--- src/rtl/coin_acceptor_if.sv ---
// Coin-slot bundle: raw sensor levels and control in, clean coin pulses and bookkeeping out.
// The acceptor uses the slave view; whoever drives the sensors uses the master view.
interface coin_acceptor_if;
  logic       raw_ci1, raw_ci5, raw_ci10, raw_ci50, raw_ci100;
  logic       accept;
  logic       clr;
  logic       ci1, ci5, ci10, ci50, ci100;
  logic       coin_valid;
  logic [7:0] coin_value;
  logic       rej;
  logic       busy;
  logic [7:0] total;
  logic       sat;
  logic       lost;

  modport master (
    output raw_ci1, raw_ci5, raw_ci10, raw_ci50, raw_ci100, accept, clr,
    input  ci1, ci5, ci10, ci50, ci100, coin_valid, coin_value, rej, busy, total, sat, lost
  );

  modport slave (
    input  raw_ci1, raw_ci5, raw_ci10, raw_ci50, raw_ci100, accept, clr,
    output ci1, ci5, ci10, ci50, ci100, coin_valid, coin_value, rej, busy, total, sat, lost
  );
endinterface

--- src/rtl/coin_acceptor.sv ---
// Debounces five coin sensors and serialises coins into one-cycle pulses, DEBOUNCE_CYCLES+3 edges after raw rise.
// No backpressure: coins queue in one pending bit per channel; a repeat on a full bit is dropped and flagged lost.
module coin_acceptor #(
  parameter int DEBOUNCE_CYCLES = 16,
  parameter int GAP_CYCLES      = 2
) (
  input  logic           clk_sys,
  input  logic           rst,
  coin_acceptor_if.slave bus
);

  localparam int CW = $clog2(DEBOUNCE_CYCLES);
  localparam int GW = $clog2(GAP_CYCLES + 1);
  localparam logic [CW-1:0] CNT_LAST = CW'(DEBOUNCE_CYCLES - 1);
  localparam logic [GW-1:0] GAP_LOAD = GW'(GAP_CYCLES);

  typedef enum logic {S_IDLE, S_GAP} state_t;

  logic [4:0]    raw;
  logic [4:0]    meta_q, sync_q;
  logic [4:0]    deb_q, deb_d;
  logic [4:0]    det, acc_det;
  logic [CW-1:0] cnt_q [5];
  logic [CW-1:0] cnt_d [5];

  state_t        state_q, state_d;
  logic [GW-1:0] gap_q, gap_d;
  logic [4:0]    pend_q, pend_d;
  logic [4:0]    sel, pulse_q;
  logic          emit;
  logic [7:0]    value_d, value_q;
  logic [7:0]    total_q, total_d;
  logic [8:0]    sum9;
  logic          rej_q, rej_d;
  logic          sat_q, sat_d;
  logic          lost_q, lost_d;
  logic          lost_evt;

  // Bit 0 is the 1-yuan slot so the lowest set bit is also the highest priority.
  assign raw = {bus.raw_ci100, bus.raw_ci50, bus.raw_ci10, bus.raw_ci5, bus.raw_ci1};

  always_comb begin
    deb_d = deb_q;
    det   = '0;
    for (int i = 0; i < 5; i++) begin
      cnt_d[i] = '0;
      if (sync_q[i] != deb_q[i]) begin
        if (cnt_q[i] == CNT_LAST) begin
          deb_d[i] = sync_q[i];
          det[i]   = sync_q[i];
        end else begin
          cnt_d[i] = cnt_q[i] + CW'(1);
        end
      end
    end
  end

  always_comb begin
    state_d = state_q;
    gap_d   = gap_q;
    sel     = '0;
    emit    = 1'b0;
    case (state_q)
      S_IDLE: begin
        if (|pend_q) begin
          emit    = 1'b1;
          sel     = pend_q & (~pend_q + 5'd1);
          state_d = S_GAP;
          gap_d   = GAP_LOAD;
        end
      end
      default: begin
        gap_d = gap_q - GW'(1);
        if (gap_q == GW'(1)) state_d = S_IDLE;
      end
    endcase

    case (sel)
      5'b00001: value_d = 8'd1;
      5'b00010: value_d = 8'd5;
      5'b00100: value_d = 8'd10;
      5'b01000: value_d = 8'd50;
      5'b10000: value_d = 8'd100;
      default:  value_d = 8'd0;
    endcase

    // A detection on the bit being emitted this edge simply re-arms it.
    acc_det  = det & {5{bus.accept}};
    pend_d   = (pend_q & ~sel) | acc_det;
    lost_evt = |(acc_det & pend_q & ~sel);
    rej_d    = (|det) & ~bus.accept;

    sum9    = {1'b0, total_q} + {1'b0, value_d};
    total_d = total_q;
    sat_d   = sat_q;
    if (bus.clr) begin
      total_d = value_d;
      sat_d   = 1'b0;
    end else if (emit) begin
      if (sum9[8]) begin
        total_d = 8'hFF;
        sat_d   = 1'b1;
      end else begin
        total_d = sum9[7:0];
      end
    end
    lost_d = (lost_q & ~bus.clr) | lost_evt;
  end

  always_ff @(posedge clk_sys) begin
    if (rst) begin
      meta_q  <= '0;
      sync_q  <= '0;
      deb_q   <= '0;
      for (int i = 0; i < 5; i++) cnt_q[i] <= '0;
      state_q <= S_IDLE;
      gap_q   <= '0;
      pend_q  <= '0;
      pulse_q <= '0;
      value_q <= '0;
      total_q <= '0;
      rej_q   <= 1'b0;
      sat_q   <= 1'b0;
      lost_q  <= 1'b0;
    end else begin
      meta_q  <= raw;
      sync_q  <= meta_q;
      deb_q   <= deb_d;
      for (int i = 0; i < 5; i++) cnt_q[i] <= cnt_d[i];
      state_q <= state_d;
      gap_q   <= gap_d;
      pend_q  <= pend_d;
      pulse_q <= sel;
      value_q <= value_d;
      total_q <= total_d;
      rej_q   <= rej_d;
      sat_q   <= sat_d;
      lost_q  <= lost_d;
    end
  end

  assign bus.ci1        = pulse_q[0];
  assign bus.ci5        = pulse_q[1];
  assign bus.ci10       = pulse_q[2];
  assign bus.ci50       = pulse_q[3];
  assign bus.ci100      = pulse_q[4];
  assign bus.coin_valid = |pulse_q;
  assign bus.coin_value = value_q;
  assign bus.rej        = rej_q;
  assign bus.busy       = (|pend_q) | (gap_q != '0);
  assign bus.total      = total_q;
  assign bus.sat        = sat_q;
  assign bus.lost       = lost_q;

endmodule

--- src/flat_wrapper.sv ---
// flat-port wrapper written by rule: the top's interface ports become plain ports
module coin_acceptor_flat 
#(
  parameter int DEBOUNCE_CYCLES = 16,
  parameter int GAP_CYCLES      = 2
)
  (clk_sys, rst, bus_raw_ci1, bus_raw_ci5, bus_raw_ci10, bus_raw_ci50, bus_raw_ci100, bus_accept, bus_clr, bus_ci1, bus_ci5, bus_ci10, bus_ci50, bus_ci100, bus_coin_valid, bus_coin_value, bus_rej, bus_busy, bus_total, bus_sat, bus_lost);
  coin_acceptor_if bus_i ();
  input  logic clk_sys;
  input  logic rst;
  input wire logic [$bits(bus_i.raw_ci1)-1:0] bus_raw_ci1;
  input wire logic [$bits(bus_i.raw_ci5)-1:0] bus_raw_ci5;
  input wire logic [$bits(bus_i.raw_ci10)-1:0] bus_raw_ci10;
  input wire logic [$bits(bus_i.raw_ci50)-1:0] bus_raw_ci50;
  input wire logic [$bits(bus_i.raw_ci100)-1:0] bus_raw_ci100;
  input wire logic [$bits(bus_i.accept)-1:0] bus_accept;
  input wire logic [$bits(bus_i.clr)-1:0] bus_clr;
  output wire logic [$bits(bus_i.ci1)-1:0] bus_ci1;
  output wire logic [$bits(bus_i.ci5)-1:0] bus_ci5;
  output wire logic [$bits(bus_i.ci10)-1:0] bus_ci10;
  output wire logic [$bits(bus_i.ci50)-1:0] bus_ci50;
  output wire logic [$bits(bus_i.ci100)-1:0] bus_ci100;
  output wire logic [$bits(bus_i.coin_valid)-1:0] bus_coin_valid;
  output wire logic [$bits(bus_i.coin_value)-1:0] bus_coin_value;
  output wire logic [$bits(bus_i.rej)-1:0] bus_rej;
  output wire logic [$bits(bus_i.busy)-1:0] bus_busy;
  output wire logic [$bits(bus_i.total)-1:0] bus_total;
  output wire logic [$bits(bus_i.sat)-1:0] bus_sat;
  output wire logic [$bits(bus_i.lost)-1:0] bus_lost;
  assign bus_i.raw_ci1 = bus_raw_ci1;
  assign bus_i.raw_ci5 = bus_raw_ci5;
  assign bus_i.raw_ci10 = bus_raw_ci10;
  assign bus_i.raw_ci50 = bus_raw_ci50;
  assign bus_i.raw_ci100 = bus_raw_ci100;
  assign bus_i.accept = bus_accept;
  assign bus_i.clr = bus_clr;
  assign bus_ci1 = bus_i.ci1;
  assign bus_ci5 = bus_i.ci5;
  assign bus_ci10 = bus_i.ci10;
  assign bus_ci50 = bus_i.ci50;
  assign bus_ci100 = bus_i.ci100;
  assign bus_coin_valid = bus_i.coin_valid;
  assign bus_coin_value = bus_i.coin_value;
  assign bus_rej = bus_i.rej;
  assign bus_busy = bus_i.busy;
  assign bus_total = bus_i.total;
  assign bus_sat = bus_i.sat;
  assign bus_lost = bus_i.lost;
  coin_acceptor #(.DEBOUNCE_CYCLES(DEBOUNCE_CYCLES), .GAP_CYCLES(GAP_CYCLES)) u_core (.clk_sys(clk_sys), .rst(rst), .bus(bus_i));
endmodule
--- config.mk ---
export PLATFORM = sky130hd
export DESIGN_NAME = coin_acceptor_flat
export DESIGN_NICKNAME = d
export VERILOG_FILES = /design/src/rtl/coin_acceptor_if.sv /design/src/rtl/coin_acceptor.sv /design/src/flat_wrapper.sv
export SDC_FILE = /design/constraint.sdc
export NUM_CORES = 1
export LEC_CHECK = 0
export CAP_MARGIN = 25
export CELL_PAD_IN_SITES_DETAIL_PLACEMENT = 0
export CELL_PAD_IN_SITES_GLOBAL_PLACEMENT = 1
export CORE_UTILIZATION = 44
export CTS_BUF_LIST = sky130_fd_sc_hd__clkbuf_2
export DETAILED_ROUTE_END_ITERATION = 6
export PLACE_DENSITY_LB_ADDON = 0.3
export SLEW_MARGIN = 20
export SYNTH_ARGS = -nofsm -noshare
export SYNTH_HDL_FRONTEND = slang
export SYNTH_SLANG_ARGS = --single-unit
--- constraint.sdc ---
create_clock -name clk_sys -period 3.31 [get_ports clk_sys]
set_input_delay 0.662 -clock clk_sys [delete_from_list [all_inputs] [get_ports clk_sys]]
set_output_delay 0.662 -clock clk_sys [all_outputs]
set_load 0.05 [all_outputs]
==> results of run 1 <==
## synthesized netlist by cell type (all sizes together) (3+ instances only)
cell | number | area share [%]
nand2 | 11 | 1.5
a31oi | 4 | 0.88
mux2i | 6 | 2.1
ha | 14 | 6.2
a21oi | 14 | 2.5
a211oi | 3 | 0.79
nor2 | 43 | 5.8
nor2b | 17 | 3.7
inv | 12 | 1.6
xnor2 | 11 | 3.4
nand3 | 10 | 1.8
or2 | 4 | 0.88
clkbuf | 9 | 1.2
buf | 5 | 1.3
nor3 | 13 | 2.3
o21ai | 9 | 1.6
dfxtp | 66 | 47
and3 | 9 | 2.0
a2111oi | 4 | 1.5
o21a | 3 | 0.79
nor3b | 6 | 1.6
or3 | 3 | 0.66
xor2 | 6 | 1.9
## final cells by class
cell class | count | share of cell area (%)
clock buffers | 10 | 1.52
inverters | 12 | 1.37
well taps | 75 | 2.85
clock inverters | 6 | 1.03
repair buffers | 36 | 10.6
flip-flops and latches | 66 | 40.2
multi-input cells | 216 | 42.5
## stage by stage
step	hold slack, ps	instance area [um^2]
floorplan	414	2840
global placement	417	3210
detailed placement	427	3210
CTS	461	3290
global route	468	3290
finish	457	3290
## sequential cells by signal (all words and copies together), names as in the netlist
register,count
u_core.bus.coin_value,7
u_core.bus.rej,1
u_core.meta_q,5
u_core.state_q,1
u_core.cnt_q,20
u_core.pend_q,5
u_core.bus.total,8
u_core.deb_q,5
u_core.bus.sat,1
u_core.gap_q,2
u_core.sync_q,5
u_core.bus.lost,1
u_core.pulse_q,5
## critical path, stage by stage (launching register included)
cell	delay (ps)
dfxtp_1	440
nor3_1	420
o21ai_0	310
fa_1	490
and2b_1	220
o21ai_0	120
a31oi_1	230
buf_4	180
a2111oi_0	70
a2111oi_0	340
## metal layers
layer  track usage (%)  vias up  share of wire [%]
li1                  -     1127                  -
met1              23.0      993                 51
met2              26.5       50                 43
met3              5.71        6                5.2
met4              9.30        0                1.4
met5                 0        -                  0
## power groups by stage
stage	Clock, mW	Combinational, mW	Sequential (mW)
after floorplan	0	0.0337	0.835
final	0.387	0.0605	0.812
after global routing	0.438	0.0676	0.814
after detailed placement	0	0.0609	0.828
after CTS	0.403	0.0613	0.812
after global placement	0	0.0612	0.828
## cells by family (layout without fill, tap and decap cells)
| group | Yosys count | count (layout) | synth area share (%) |
|---|---|---|---|
| compound gates | 53 | 53 | 12.7 |
| xor+xnor | 17 | 17 | 5.25 |
| fa+ha+maj | 15 | 15 | 6.88 |
| buf+inv | 26 | 64 | 4.10 |
| flops | 66 | 66 | 46.6 |
| mux | 6 | 6 | 2.12 |
| other cells | 1 | 1 | 0.132 |
| simple gates | 124 | 124 | 22.3 |
## cell usage in the layout, fill, tap and decap left out, drive strengths merged, types with 6 or more instances in the layout
cell type / netlist / layout
clkdlybuf4s50: 0 / 32
nand3: 10 / 10
nor3b: 6 / 6
nor2b: 17 / 17
and3: 9 / 9
nor2: 43 / 43
dfxtp: 66 / 66
o21ai: 9 / 9
nand2: 11 / 11
inv: 12 / 12
a21oi: 14 / 14
xnor2: 11 / 11
clkbuf: 9 / 10
ha: 14 / 14
nor3: 13 / 13
mux2i: 6 / 6
xor2: 6 / 6
## worst max path at each step
stage | endpoint
final | u_core.bus.total[2]
after global routing | u_core.bus.total[2]
after CTS | u_core.bus.total[2]
after detailed placement | u_core.bus.total[2]
after global placement | u_core.bus.total[7]
after floorplan | u_core.bus.total[7]
==> out/metrics.yaml, run 1 <==
worst_setup_path:
  end_kind: "register"
  r2r-end: "u_core.bus.total[2]"
  path_class: "register to register"
  worst-r2r-setup-slack_ps: 400
  crit_arrival_ps: 3320
  r2r_cells: 9
  path_max_fanout: 11
  startpoint: "u_core.state_q"
  cp-start-kind: "register"
  reg2reg_from: "u_core.state_q"
  worst_ep_required_time_ps: 3720
power_and_ir_drop:
  switchingPower_uw: 335
  power_frac_seq_pct: 64.4
  swShare_pct: 26.6
  p_int_uw: 924
  leakage_nw: 1.34
  power.total_mw: 1.26
  pwr-share-clk_pct: 30.8
  peakVddDrop_mv: 0.275
  powerDensity_mw_per_mm2: 383
  pwr-share-comb_pct: 4.8
timing:
  setup_tns_ps: 0
  max_clock_freq_ghz: 0.344
  period_needed_ps: 2910
  max_slew.worst_pin.slew_ps: 727
  rsz0062_at_grt: "no"
  finalCritPeriodShare_pct: 87.9
  fin_worst_skew_ps: 23.7
  finalMaxSlewViolations: 0
  hold_viol_final: 0
  setup_viol: 0
  relSlewSlack_pct: 51.5
  fin_ws_ps: 402
run:
  drv_cap: 0
logic_synthesis:
  async_flop_share_pct: 0
  netlist_area_mm2: 0.00284
  ys_seq_area_share_pct: 46.6
  avgSynthCellArea_um2: 9.21
  synth_flop_cell: "dfxtp_1"
  ys_ff_latch: 66
  yosysUniqueCellTypes: 51
  syn_inst: 308
  syn_nets: 332
  synth_edf_count: 0
  yosys_warnings: 0
clock_tree:
  clk_pin_slew_ps: 190
  clock_path_buffers: 2
  cts_made_buffers: 9
  cts_tree: "done"
  htreeDepth: 3
  worst_skew_pair.late_latency_ps: 500
  holdBufCountCts: 0
  post_cts_buffers: 0
  ctsResizeCount: 0
  cts_root_buf: "clkbuf_2"
  clock-sinks: 66
cells_and_area:
  final_nets: 365
  syn2layout_area_growth_pct: 16.0
  multi_input_area_mm2: 0.00140
  drive_gt1_share_pct: 7.51
  antenna_cells: 0
  fin_cells: 421
  ff_latch_area_mm2: 0.00132
  fin_util_pct: 54.3
  nFillCells: 564
die:
  num_rows: 28
  core_mm2: 0.00606
  fp.dieH_um: 82.3
  io_pins: 35
  initial_utilization_pct: 46.8
  chipWidth_um: 82.3
  dieArea_mm2: 0.00677
drt:
  drt_wl_total_um: 5340
  drtPass1Iterations: 4
  drt_iter0_markers: 77
  wire_per_inst_um: 12.7
  vias_per_cell: 5.17
  dr_total_vias: 2176
  ant_nets: 0
  drc: 0
hold_path:
  hold_path.startpoint: "u_core.cnt_q[0][0]"
  worst_hold_path_type: "register to register"
  hold_path_depth: 1
  holdPathEnd: "u_core.cnt_q[0][0]"
outcome:
  status: "completed"
place:
  hpwl_um: 3840
  pre_cts_slack_ps: 464
  gp_congestion: 0.800
  portBuffers: 33
  dp_cells: 405
global_routing:
  grt_max_degree: 31
  grt_first_pass_wirelength_um: 8860
  track_usage_pct: 17.9
  antenna_found_initial: 0
  overflow: 0
  grt_pass1_vias: 1960
Power figures use the tool's default switching activity.
==> run 2, diff against run 1 <==
Settings changed: REMOVE_ABC_BUFFERS set to 1.
==> run 2 against run 1 <==
Net effect:
- sequential share of layout area is 0.76 points lower
- setup slack better by 47 ps
- global-route usage is 0.070 points lower
- core utilization is 1.1 points higher
- flip-flop and latch count stayed put
- clock-buffer cell count stayed put
- die area stayed put
- clock power is 43% higher
- register-to-register slack better by 130 ps
- highest routed layer unchanged
==> out/metrics.yaml, run 2 (synthesized netlist as in run 1, its figures left out) <==
outcome:
  status: "completed"
cells_and_area:
  nFillCells: 582  # +3.2%
  final_nets: 366  # +0.27%
  largest_register_ffs: 20  # unchanged
  layout_common_cells: "dfxtp_1, nor2_1, clkdlybuf4s50_1"
  drive_gt1_share_pct: 8.07  # +0.55 points
  syn2layout_area_growth_pct: 18.3
  regMostFlops: "u_core.cnt_q"
  antenna_cells: 0  # unchanged
  final_common_cell: "dfxtp_1"
  fin_cells: 422  # +0.24%
power_and_ir_drop:
  swShare_pct: 24.0  # -2.6 points
  leakage_nw: 1.38  # +2.4%
  switchingPower_uw: 343  # +2.2%
  power_frac_seq_pct: 56.8  # -7.6 points
  powerDensity_mw_per_mm2: 426  # +11%
  p_int_mw: 1.09  # +18%
  pwr-share-comb_pct: 4.4  # -0.4 points
  pwr-share-clk_pct: 38.8  # +8.0 points
  peakVddDrop_mv: 0.325  # +18%
worst_setup_path:
  path_max_fanout: 10  # -1
  slowest_delay_ps: 810  # +320 ps
  cp-start-kind: "register"
  startpoint: "u_core.pend_q[2]"
  crit_chain: "nor3_1 -> and2_4 -> nand2_1 -> clkdlybuf4s50_1"
  crit_arrival_ps: 2200  # -1120 ps
  path_class: "register to primary output"
  worst_ep_required_time_ps: 2650  # -1070 ps
  cpMaxStageDelayCell: "clkdlybuf4s50_1"
  end_kind: "primary output"
  reg2reg_from: "u_core.state_q"
global_routing:
  overflow: 0  # unchanged
  grt_first_pass_wirelength_um: 9000  # +1.6%
  grt_max_degree: 31  # unchanged
  grt_pass1_vias: 2014  # +2.8%
  antenna_found_initial: 0  # unchanged
  track_usage_pct: 17.8  # -0.070 points
hold_path:
  worst_hold_path_type: "register to register"
  hold_path.startpoint: "u_core.cnt_q[0][0]"
timing:
  setup_tns_ps: 0  # unchanged
  setup_viol: 0  # unchanged
  max_slew.worst_pin.slew_ps: 795  # +67.8 ps
  relSlewSlack_pct: 47.0  # -4.5 points
  hold_viol_final: 0  # unchanged
  finalMaxSlewViolations: 0  # unchanged
  rsz0062_at_grt: "no"
  finalCritPeriodShare_pct: 86.5  # -1.4 points
  period_needed_ps: 2860  # -46.8 ps
  fin_worst_skew_ps: 29.8  # +6.11 ps
  max_clock_freq_ghz: 0.349  # +1.6%
clock_tree:
  cts_made_buffers: 9  # unchanged
  clock_path_buffers: 2  # unchanged
  cts_tree: "done"
  clock-sinks: 66  # unchanged
  ctsResizeCount: 0  # unchanged
  holdBufCountCts: 0  # unchanged
  worst_skew_pair.late_latency_ps: 510  # about the same
  htreeDepth: 3  # unchanged
  cts_root_buf: "clkbuf_2"
  clk_pin_slew_ps: 180  # about the same
  post_cts_buffers: 0  # unchanged
die:
  initial_utilization_pct: 46.8  # unchanged
  chipWidth_um: 82.3  # unchanged
  fp.dieH_um: 82.3  # unchanged
  num_rows: 28  # unchanged
  core_mm2: 0.00606  # unchanged
  io_pins: 35  # unchanged
  dieArea_mm2: 0.00677  # unchanged
place:
  hpwl_um: 3860  # +0.59%
  portBuffers: 33  # unchanged
  gp_congestion: 0.780  # -2.4%
  dp_cells: 406  # +0.25%
run:
  drv_cap: 0  # unchanged
drt:
  drtPass1Iterations: 4  # unchanged
  drc: 0  # unchanged
  dr_total_vias: 2191  # +0.69%
  drt_iter0_markers: 205  # +170%
  wire_per_inst_um: 12.9  # +1.9%
  vias_per_cell: 5.19  # +0.45%
  drt_wl_total_um: 5450  # +2.1%
  ant_nets: 0  # unchanged
-- run 2: changes by cell type in the layout (fill, tap and decap cells not counted), sizes merged --
cell / delta
inv: +1
buf: +1
bufinv: +2
clkinvlp: -1
clkinv: -2
-- run 2: final timing paths --
| check | to | cells past startpoint | slack [ps] |
|---|---|---|---|
| max | bus_busy | 4 | 450 |
| max reg2reg | u_core.bus.total[5] | 9 | 530 |
| min reg2reg | u_core.cnt_q[0][0] | 1 | 450 |
| min | u_core.cnt_q[0][0] | 1 | 450 |
-- run 2: critical path, delay by kind of cell (launching register included) --
family / cells / cell delay, ps
buf+inv: 1 / 810
flops: 1 / 530
simple gates: 3 / 370
-- run 2: stage by stage --
stage	setup WS [ps]	cell area [um^2]	total power [mW]	util [%]	hold slack (ps)
3_5_place_dp	547	3210	0.890	53.0	425
5_1_grt	88.3	3350	1.49	55.3	476
4_1_cts	426	3350	1.45	55.3	460
2_1_floorplan	599	2770	0.856	-	414
6_report	448	3350	1.43	55.3	453
3_3_place_gp	662	3210	0.890	53.0	419
-- run 2: metal layers --
layer / part of all wire [%] / track usage [%] / vias to the layer above / routed length (um)
met2: 42 / 26.8 / 42 / 2310
met1: 52 / 23.3 / 1004 / 2820
met4: 2.1 / 9.47 / 0 / 114
li1: - / - / 1133 / -
met3: 3.8 / 4.51 / 12 / 205
met5: 0 / 0 / - / 0
-- run 2: power by group through the flow --
stage                     clock (mW)  sequential [mW]  combinational [mW]
after floorplan                    0            0.835              0.0217
after global routing           0.606            0.814              0.0680
after CTS                      0.573            0.812              0.0625
final                          0.555            0.812              0.0622
after detailed placement           0            0.828              0.0622
after global placement             0            0.828              0.0620
-- run 2: cell type report --
| class | count | area (um^2) | share of cell area [%] |
|---|---|---|---|
| sequential | 66 | 1320 | 39.4 |
| inverter | 12 | 45.0 | 1.34 |
| clock buffer | 10 | 50.0 | 1.49 |
| tap | 75 | 93.8 | 2.80 |
| multi-input combinational | 216 | 1400 | 41.7 |
| clock inverter | 6 | 90.1 | 2.69 |
| timing repair buffer | 37 | 355 | 10.6 |
